`config.mk`:
```
export PLATFORM = sky130hd
export DESIGN_NAME = traffic_request_conditioner
export DESIGN_NICKNAME = d
export VERILOG_FILES = /design/src/rtl/traffic_pkg.sv /design/src/rtl/input_debouncer.sv /design/src/rtl/traffic_request_conditioner.sv
export SDC_FILE = /design/constraint.sdc
export NUM_CORES = 1
export LEC_CHECK = 0
export CAP_MARGIN = 20
export CORE_ASPECT_RATIO = 1.25
export CORE_UTILIZATION = 31
export CTS_CLUSTER_DIAMETER = 60
export DETAILED_ROUTE_END_ITERATION = 7
export PLACE_DENSITY = 0.47
export SLEW_MARGIN = 20
export SYNTH_ARGS = -nofsm -noshare
export SYNTH_HDL_FRONTEND = slang
export SYNTH_SLANG_ARGS = --single-unit
```
`constraint.sdc`:
```
create_clock -name clk -period 2 [get_ports clk]
set_clock_uncertainty 0.1 [all_clocks]
set_input_delay 0.3 -clock clk [delete_from_list [all_inputs] [get_ports clk]]
set_output_delay 0.3 -clock clk [all_outputs]
set_load 0.05 [all_outputs]
```
`src/rtl/traffic_pkg.sv`:
```
// rtl/traffic_pkg.sv - shared types and default timing constants for the request conditioner
package traffic_pkg;

  typedef enum logic [1:0] {
    E_IDLE = 2'd0,
    E_MAIN = 2'd1,
    E_SIDE = 2'd2
  } em_state_t;

  localparam int DEF_DEBOUNCE_CYCLES = 4;
  localparam int DEF_PRESENCE_CYCLES = 8;
  localparam int DEF_EM_HOLD_CYCLES  = 16;

  function automatic int max3(input int a, input int b, input int c);
    int m;
    m = a;
    if (b > m) m = b;
    if (c > m) m = c;
    return m;
  endfunction

endpackage

```
`src/rtl/input_debouncer.sv`:
```
// rtl/input_debouncer.sv - 2-flop synchronizer followed by a consecutive-sample debouncer
module input_debouncer
  import traffic_pkg::*;
#(
  parameter int DEBOUNCE_CYCLES = DEF_DEBOUNCE_CYCLES
) (
  input  logic clk,
  input  logic rst,
  input  logic raw,
  output logic db
);

  localparam int W = $clog2(DEBOUNCE_CYCLES + 1);
  localparam logic [W-1:0] CNT_MAX = W'(DEBOUNCE_CYCLES);

  logic         sync1;
  logic         sync2;
  logic [W-1:0] cnt;

  // The level flips on the sample after the count of differing samples is full;
  // any agreeing sample restarts qualification.
  always_ff @(posedge clk or negedge rst) begin
    if (!rst) begin
      sync1 <= 1'b0;
      sync2 <= 1'b0;
      cnt   <= '0;
      db    <= 1'b0;
    end else begin
      sync1 <= raw;
      sync2 <= sync1;
      if (sync2 == db) begin
        cnt <= '0;
      end else if (cnt == CNT_MAX) begin
        db  <= sync2;
        cnt <= '0;
      end else begin
        cnt <= cnt + 1'b1;
      end
    end
  end

endmodule

```
`src/rtl/traffic_request_conditioner.sv`:
```
// rtl/traffic_request_conditioner.sv - conditions raw field inputs into clean controller requests
module traffic_request_conditioner
  import traffic_pkg::*;
#(
  parameter int DEBOUNCE_CYCLES = DEF_DEBOUNCE_CYCLES,
  parameter int PRESENCE_CYCLES = DEF_PRESENCE_CYCLES,
  parameter int EM_HOLD_CYCLES  = DEF_EM_HOLD_CYCLES
) (
  input  logic clk,
  input  logic rst,
  input  logic ped_btn_raw,
  input  logic side_loop_raw,
  input  logic em_main_raw,
  input  logic em_side_raw,
  input  logic ped_ack,
  output logic ped,
  output logic SideVehicles,
  output logic em,
  output logic es,
  output logic em_conflict
);

  localparam int CNT_W = $clog2(max3(DEBOUNCE_CYCLES, PRESENCE_CYCLES, EM_HOLD_CYCLES) + 1);
  localparam logic [CNT_W-1:0] PRES_MAX = CNT_W'(PRESENCE_CYCLES);
  localparam logic [CNT_W-1:0] HOLD_MAX = CNT_W'(EM_HOLD_CYCLES);
  localparam logic [CNT_W-1:0] ONE      = CNT_W'(1);

  logic db_ped;
  logic db_loop;
  logic db_main;
  logic db_side;

  input_debouncer #(.DEBOUNCE_CYCLES(DEBOUNCE_CYCLES)) u_db_ped (
    .clk(clk), .rst(rst), .raw(ped_btn_raw), .db(db_ped)
  );
  input_debouncer #(.DEBOUNCE_CYCLES(DEBOUNCE_CYCLES)) u_db_loop (
    .clk(clk), .rst(rst), .raw(side_loop_raw), .db(db_loop)
  );
  input_debouncer #(.DEBOUNCE_CYCLES(DEBOUNCE_CYCLES)) u_db_main (
    .clk(clk), .rst(rst), .raw(em_main_raw), .db(db_main)
  );
  input_debouncer #(.DEBOUNCE_CYCLES(DEBOUNCE_CYCLES)) u_db_side (
    .clk(clk), .rst(rst), .raw(em_side_raw), .db(db_side)
  );

  logic db_ped_d;
  logic db_main_d;
  logic db_side_d;
  logic ped_rise;
  logic main_rise;
  logic side_rise;

  assign ped_rise  = db_ped & ~db_ped_d;
  assign main_rise = db_main & ~db_main_d;
  assign side_rise = db_side & ~db_side_d;

  // Pedestrian latch: a fresh press beats a same-cycle acknowledge.
  always_ff @(posedge clk or negedge rst) begin
    if (!rst) begin
      db_ped_d <= 1'b0;
      ped      <= 1'b0;
    end else begin
      db_ped_d <= db_ped;
      if (ped_rise) begin
        ped <= 1'b1;
      end else if (ped_ack) begin
        ped <= 1'b0;
      end
    end
  end

  logic [CNT_W-1:0] pres_cnt;

  always_ff @(posedge clk or negedge rst) begin
    if (!rst) begin
      pres_cnt     <= '0;
      SideVehicles <= 1'b0;
    end else if (!db_loop) begin
      pres_cnt     <= '0;
      SideVehicles <= 1'b0;
    end else if (pres_cnt != PRES_MAX) begin
      pres_cnt     <= pres_cnt + 1'b1;
      SideVehicles <= (pres_cnt == PRES_MAX - 1'b1);
    end else begin
      SideVehicles <= 1'b1;
    end
  end

  em_state_t        state;
  em_state_t        state_nxt;
  logic [CNT_W-1:0] hold_cnt;
  logic [CNT_W-1:0] hold_nxt;
  logic             conflict_nxt;

  // hold_cnt is the number of cycles the current grant has been held, saturating.
  always_comb begin
    state_nxt    = state;
    hold_nxt     = hold_cnt;
    conflict_nxt = 1'b0;
    case (state)
      E_IDLE: begin
        conflict_nxt = db_main & db_side;
        hold_nxt     = ONE;
        if (db_main) begin
          state_nxt = E_MAIN;
        end else if (db_side) begin
          state_nxt = E_SIDE;
        end
      end
      E_MAIN: begin
        conflict_nxt = side_rise;
        if (hold_cnt == HOLD_MAX && !db_main) begin
          state_nxt = E_IDLE;
        end else if (hold_cnt != HOLD_MAX) begin
          hold_nxt = hold_cnt + 1'b1;
        end
      end
      E_SIDE: begin
        conflict_nxt = main_rise;
        if (hold_cnt == HOLD_MAX && !db_side) begin
          state_nxt = E_IDLE;
        end else if (hold_cnt != HOLD_MAX) begin
          hold_nxt = hold_cnt + 1'b1;
        end
      end
      default: begin
        state_nxt = E_IDLE;
      end
    endcase
  end

  always_ff @(posedge clk or negedge rst) begin
    if (!rst) begin
      state       <= E_IDLE;
      hold_cnt    <= '0;
      db_main_d   <= 1'b0;
      db_side_d   <= 1'b0;
      em          <= 1'b0;
      es          <= 1'b0;
      em_conflict <= 1'b0;
    end else begin
      state       <= state_nxt;
      hold_cnt    <= hold_nxt;
      db_main_d   <= db_main;
      db_side_d   <= db_side;
      em          <= (state_nxt == E_MAIN);
      es          <= (state_nxt == E_SIDE);
      em_conflict <= conflict_nxt;
    end
  end

endmodule
```
Yosys cells after proc, flatten, opt, wreduce, memory -nomap -nowiden
Index checks and enable logic that the tools add are counted.

Register bits: 44. Input bits: 7.

Add/sub/neg operators: 6. Muxes and demuxes: 24. Reductions and logical operators: 12. Equal/unequal tests: 19. Bitwise operators: 11.

Operators with widths (count): $mux W5 (5); $mux W3 (8); $pmux W5 S3 (1); $add A3 B1 Y3 const B (4); $eq A3 B3 Y1 const B (4); $add A5 B1 Y5 const B (2); $mux W2 (4); $reduce_and A2 Y1 (4); $not A1 Y1 (7); $ne A2 B2 Y1 const B (3); $pmux W2 S3 (1); $eq A5 B3 Y1 const B (1); $eq A5 B5 Y1 const B (1); $ne A5 B4 Y1 const B (1); $ne A5 B5 Y1 const B (1); $and A1 B1 Y1 (4); $eq A1 B1 Y1 (4); $eq A2 B1 Y1 const B (2); $eq A2 B2 Y1 const B (2); $mux W1 (4); $pmux W1 S3 (1); $reduce_and A3 Y1 (1); $reduce_bool A3 Y1 (1); $logic_and A1 B1 Y1 (2); 3 further kinds (4).

Depth between registers and ports, before layout
Word-level depth: 5. Mapped depth: 6.

By module
From an unflattened synthesis, not the netlist that was laid out.

Cell total of the unflattened synthesis: 172. Area, all modules: 1988.2 um^2.

By module, submodules not included: traffic_request_conditioner (area each 1027.2 um^2, instances 1, seq. area each 500.5 um^2, cells each 100); input_debouncer (area each 240.2 um^2, instances 4, seq. area each 150.1 um^2, cells each 18).

Worst setup path after synthesis
No wires, ideal clock.

Kind: register to register. Start: reg state[0]. End: reg hold_cnt[0]. Arrival: 1.457 ns. Setup slack: 0.318 ns. Cell stages (with the launch flop): 7. Buffers on the path: 0. Required time: 1.775 ns. Period minus slack after synthesis: 1.682 ns. Cell sequence: dfrtp_1 inv_1 ha_1 inv_1 a31oi_4 nor2_2 mux2_4.

Cells in the longest elaborated chain, start to end: 3. Elaborated cells between the ends (all ways): 8. Those cells by class: eq/ne: 4; mux: 1; reduce/logical: 3.

Ends and longest elaborated chain: start, declared (line traffic_request_conditioner.sv:89) `em_state_t state;`; start signal, assigned (line traffic_request_conditioner.sv:142) `state <= state_nxt;`; $eq A2 B2 Y1, or another cell as far along (line traffic_request_conditioner.sv:100) `case (state)`; $ne A2 B2 Y1 (no line) or $reduce_bool A3 Y1 (tied branches); $reduce_and A3 Y1 (no line); end signal, assigned (line traffic_request_conditioner.sv:143) `hold_cnt <= hold_nxt;`; end, declared (line traffic_request_conditioner.sv:91) `logic [CNT_W-1:0] hold_cnt;`.

Several ways; a longest one is shown, not always the timed one. A chain may end at the register's enable or synchronous reset.

Final worst setup path
Start: reg ped. End: out ped.

RTL lines: start, declared (line traffic_request_conditioner.sv:16) `output logic ped,`; start signal, assigned (line traffic_request_conditioner.sv:61) `ped <= 1'b0;`; start signal, assigned (line traffic_request_conditioner.sv:65) `ped <= 1'b1;`; start signal, assigned (line traffic_request_conditioner.sv:67) `ped <= 1'b0;`.

No word-level cell between the ends.

==> impl_metrics.xml <==
<?xml version="1.0" encoding="UTF-8"?>
<metrics>
  <group name="run_status">
    <metric name="result_of_the_run" unit="">finished clean</metric>
  </group>
  <group name="route">
    <metric name="drc_errors" unit="">0</metric>
    <metric name="ant_nets" unit="">0</metric>
    <metric name="first_pass_iters" unit="">4</metric>
    <metric name="wl_per_cell" unit="um">10.8</metric>
    <metric name="aggregate_routed_wire_length" unit="mm">3.03</metric>
    <metric name="overall_via_count_from_detail_route" unit="">1233</metric>
    <metric name="detail_route.vias_per_cell" unit="">4.39</metric>
    <metric name="drt_iter0_drc" unit="">62</metric>
  </group>
  <group name="grt">
    <metric name="grt_remaining_overflow" unit="">0</metric>
    <metric name="grt_first_pass_wirelength" unit="mm">5.55</metric>
    <metric name="antenna_found_initial" unit="">0</metric>
    <metric name="grt_start_max_net_pins" unit="">27</metric>
    <metric name="number_of_global_route_vias_before_repair" unit="">1325</metric>
    <metric name="gr-usage-all-layers" unit="%">10.5</metric>
  </group>
  <group name="yosys">
    <metric name="synth_net_count" unit="">200</metric>
    <metric name="synthDominantAreaCellType" unit="">sky130_fd_sc_hd__dfrtp_1</metric>
    <metric name="synthTopCellsByArea" unit="">sky130_fd_sc_hd__dfrtp_1 (54%), sky130_fd_sc_hd__ha_1 (9.8%), sky130_fd_sc_hd__inv_1 (3.3%)</metric>
    <metric name="ys_warn_count" unit="">0</metric>
    <metric name="netlist_instances" unit="">177</metric>
    <metric name="synthFlopType" unit="">sky130_fd_sc_hd__dfrtp_1</metric>
    <metric name="count_of_different_cell_masters_after_synthesis" unit="">35</metric>
    <metric name="asyncSetResetFlopFracSynth" unit="%">100</metric>
    <metric name="yosys.area.top_type_share" unit="%">54.1</metric>
    <metric name="synthesis.area" unit="mm2">0.00204</metric>
    <metric name="seq_area_frac_synth" unit="%">54.1</metric>
    <metric name="ys_seq_elements" unit="">44</metric>
    <metric name="synthMostInstantiatedCell" unit="">sky130_fd_sc_hd__dfrtp_1</metric>
    <metric name="synth_commonest_cells" unit="">sky130_fd_sc_hd__dfrtp_1 (44), sky130_fd_sc_hd__inv_1 (18), sky130_fd_sc_hd__ha_1 (16)</metric>
    <metric name="synth_enable_flop_cells" unit="">0</metric>
    <metric name="synthesis.area_per_instance" unit="um2">11.5</metric>
  </group>
  <group name="power">
    <metric name="power_frac_seq" unit="%">45.6</metric>
    <metric name="swShare" unit="%">36.0</metric>
    <metric name="clock_power_share" unit="%">19.1</metric>
    <metric name="power.static_leakage" unit="uW">0.00107</metric>
    <metric name="power.internal" unit="uW">1900</metric>
    <metric name="cellPowerDensity" unit="mW/mm2">1270</metric>
    <metric name="ir_drop" unit="mV">0.413</metric>
    <metric name="report.power.total" unit="uW">2980</metric>
    <metric name="p_comb_share" unit="%">35.4</metric>
    <metric name="power_switching" unit="uW">1070</metric>
  </group>
  <group name="floorplanning">
    <metric name="die_width" unit="um">74.5</metric>
    <metric name="die_height" unit="um">92.6</metric>
    <metric name="die_outline_area" unit="mm2">0.00690</metric>
    <metric name="top_level_ports" unit="">12</metric>
    <metric name="initial_utilization" unit="%">32.6</metric>
    <metric name="floorplan.core_area" unit="mm2">0.00625</metric>
    <metric name="rows" unit="">32</metric>
  </group>
  <group name="sta">
    <metric name="relSlewSlack" unit="%">62.6</metric>
    <metric name="grt_setup_unrepaired" unit="">no</metric>
    <metric name="hold_viol" unit="">0</metric>
    <metric name="setup_total_negative_slack" unit="ns">0</metric>
    <metric name="finalSetupViolCount" unit="">0</metric>
    <metric name="worstMarginPinSlew" unit="ns">0.562</metric>
    <metric name="max_freq" unit="MHz">545</metric>
    <metric name="finalMaxSlewViolations" unit="">0</metric>
    <metric name="clock_period_minus_final_worst_setup_slack" unit="ns">1.83</metric>
    <metric name="post-route-period-util" unit="%">91.7</metric>
  </group>
  <group name="setup_path">
    <metric name="slowest_stage" unit="">sky130_fd_sc_hd__clkdlybuf4s50_1</metric>
    <metric name="critPathKind" unit="">register to output pin</metric>
    <metric name="reg2reg_from" unit="">state[0]</metric>
    <metric name="r2r.worst_path.cells" unit="">6</metric>
    <metric name="cp.buffers_inverters" unit="">1</metric>
    <metric name="start_kind" unit="">register</metric>
    <metric name="critical_path_required" unit="ns">1.60</metric>
    <metric name="cp-end-kind" unit="">output pin</metric>
    <metric name="rrSetupSlack" unit="ns">0.19</metric>
    <metric name="worstPathMaxFanout" unit="">2</metric>
    <metric name="worst_ep_arrival_time" unit="ns">1.43</metric>
    <metric name="crit_path_start" unit="">ped</metric>
    <metric name="worstReg2RegEnd" unit="">hold_cnt[0]</metric>
    <metric name="cp_delay_by_family_top" unit="">buffers and inverters</metric>
    <metric name="critical_path.cell_chain" unit="">clkdlybuf4s50_1</metric>
    <metric name="cpPeakStageDelay" unit="ns">0.80</metric>
  </group>
  <group name="hold_path">
    <metric name="holdCritPathClass" unit="">register to register</metric>
    <metric name="min_to" unit="">u_db_main.sync2</metric>
    <metric name="hold_start" unit="">u_db_main.sync1</metric>
    <metric name="hold_depth" unit="">0</metric>
  </group>
  <group name="layout">
    <metric name="fill_cells" unit="">649</metric>
    <metric name="post-route-util" unit="%">37.5</metric>
    <metric name="antenna_cells" unit="">0</metric>
    <metric name="finish.net_count" unit="">218</metric>
    <metric name="area_delta_synth_final" unit="%">15.2</metric>
    <metric name="drive_above_1_share" unit="%">10.2</metric>
  </group>
  <group name="clocking">
    <metric name="cts_sinks" unit="">44</metric>
    <metric name="max-clock-path-buffers" unit="">2</metric>
    <metric name="cts_repair_resized_insts" unit="">0</metric>
    <metric name="clock_tree.root_cell" unit="">sky130_fd_sc_hd__clkbuf_8</metric>
    <metric name="cts_tree" unit="">done</metric>
    <metric name="number_of_buffers_created_by_cts" unit="">5</metric>
    <metric name="clk_pin_slew_worst_paths" unit="ns">0.08</metric>
    <metric name="cts_hold_repair.buffers" unit="">1</metric>
    <metric name="post-cts-setup-buffers" unit="">0</metric>
    <metric name="clkLatencyLatePin" unit="ns">0.29</metric>
    <metric name="htree_levels" unit="">2</metric>
  </group>
  <group name="place">
    <metric name="globalplace.congestion" unit="">0.773</metric>
    <metric name="final_hpwl_dp" unit="mm">2.27</metric>
    <metric name="buffer_ports.inserted" unit="">11</metric>
  </group>
  <group name="run">
    <metric name="drv.max_cap_violation_count" unit="">0</metric>
  </group>
</metrics>
[worst max path at each step]
stage	to	slack (ns)	depth (start not counted)
5_1_grt	hold_cnt[0]	0.08	6
4_1_cts	ped	0.14	1
6_report	ped	0.17	1
2_1_floorplan	hold_cnt[0]	0.32	6
3_3_place_gp	hold_cnt[0]	0.25	6
3_5_place_dp	hold_cnt[0]	0.21	6
[sequential cells by signal, indices dropped and copies added, names as in the netlist, 2 cells and up]
| register | flops |
|---|---|
| u_db_side.cnt | 3 |
| u_db_main.cnt | 3 |
| state | 2 |
| pres_cnt | 5 |
| u_db_ped.cnt | 3 |
| hold_cnt | 5 |
| u_db_loop.cnt | 3 |
[worst reg2reg max path: stages, from the launching register on]
cell	delay [ns]
sky130_fd_sc_hd__dfrtp_1	0.43
sky130_fd_sc_hd__inv_1	0.09
sky130_fd_sc_hd__ha_1	0.39
sky130_fd_sc_hd__inv_1	0.15
sky130_fd_sc_hd__a31oi_4	0.09
sky130_fd_sc_hd__nor2_2	0.15
sky130_fd_sc_hd__mux2_4	0.31
[power by group through the flow]
stage	Sequential (uW)	Clock [uW]	Combinational (uW)
final	1360	568	1050
after CTS	1360	598	1070
after global routing	1400	633	1210
after floorplan	1430	0	749
after global placement	1360	0	1020
after detailed placement	1380	0	1060
[final cells by class]
cell class	instances	area [um2]	share of cell area, %
flip-flops and latches	44	1100	47.0
multi-input cells	112	846	36.1
repair buffers	14	130	5.55
well taps	85	106	4.54
clock buffers	7	86.3	3.68
inverters	18	67.6	2.88
clock inverters	1	7.51	0.320
[per-stage QoR]
stage          hold WS [ns]  std cells  setup WS [ns]  instance area (um2)
6_report              0.252        281          0.166                 2340
5_1_grt               0.264        281         0.0791                 2340
4_1_cts               0.253        281          0.142                 2340
3_5_place_dp          0.229        272          0.210                 2240
3_3_place_gp          0.223        272          0.247                 2240
2_1_floorplan       -0.0956        177          0.318                 2040
[routing by layer]
layer  up-vias  share of wire (%)  wire length [um]  track usage [%]
li1        612                  -                 -                -
met4         0                1.9                58             5.35
met3         6                3.3               100             2.61
met5         -                  0                 0                0
met1       598                 42              1280             11.3
met2        17                 53              1590             18.5
[cells by family (layout without fill, tap and decap cells)]
logic type      Yosys count  in the layout  share of synthesized area, %
xor+xnor                  8              8                          3.44
flops                    44             44                          54.1
compound gates           21             21                          7.13
simple gates             57             57                          15.7
mux                      10             10                          5.41
buf+inv                  21             40                          4.36
fa+ha+maj                16             16                          9.83
[placed cells by master (no fill, tap or decap), types with 2 or more instances in the layout]
cell / Yosys / routed
sky130_fd_sc_hd__a31oi_1: 2 / 2
sky130_fd_sc_hd__clkbuf_8: 0 / 6
sky130_fd_sc_hd__xnor2_1: 7 / 7
sky130_fd_sc_hd__buf_4: 0 / 2
sky130_fd_sc_hd__nand3b_1: 2 / 2
sky130_fd_sc_hd__mux2_2: 4 / 4
sky130_fd_sc_hd__and2_1: 6 / 6
sky130_fd_sc_hd__nand2b_1: 3 / 3
sky130_fd_sc_hd__nor3_1: 2 / 2
sky130_fd_sc_hd__nand3_1: 5 / 5
sky130_fd_sc_hd__o211ai_1: 2 / 2
sky130_fd_sc_hd__clkdlybuf4s50_1: 0 / 10
sky130_fd_sc_hd__nor2b_1: 4 / 4
sky130_fd_sc_hd__o21ai_0: 7 / 7
sky130_fd_sc_hd__a21oi_1: 2 / 2
sky130_fd_sc_hd__ha_1: 16 / 16
sky130_fd_sc_hd__dfrtp_1: 44 / 44
sky130_fd_sc_hd__inv_1: 18 / 18
sky130_fd_sc_hd__o22ai_1: 2 / 2
sky130_fd_sc_hd__nor2_1: 14 / 14
sky130_fd_sc_hd__nor3b_1: 3 / 3
sky130_fd_sc_hd__mux2i_1: 5 / 5
sky130_fd_sc_hd__nand2_1: 13 / 13
Power figures use the tool's default switching activity.
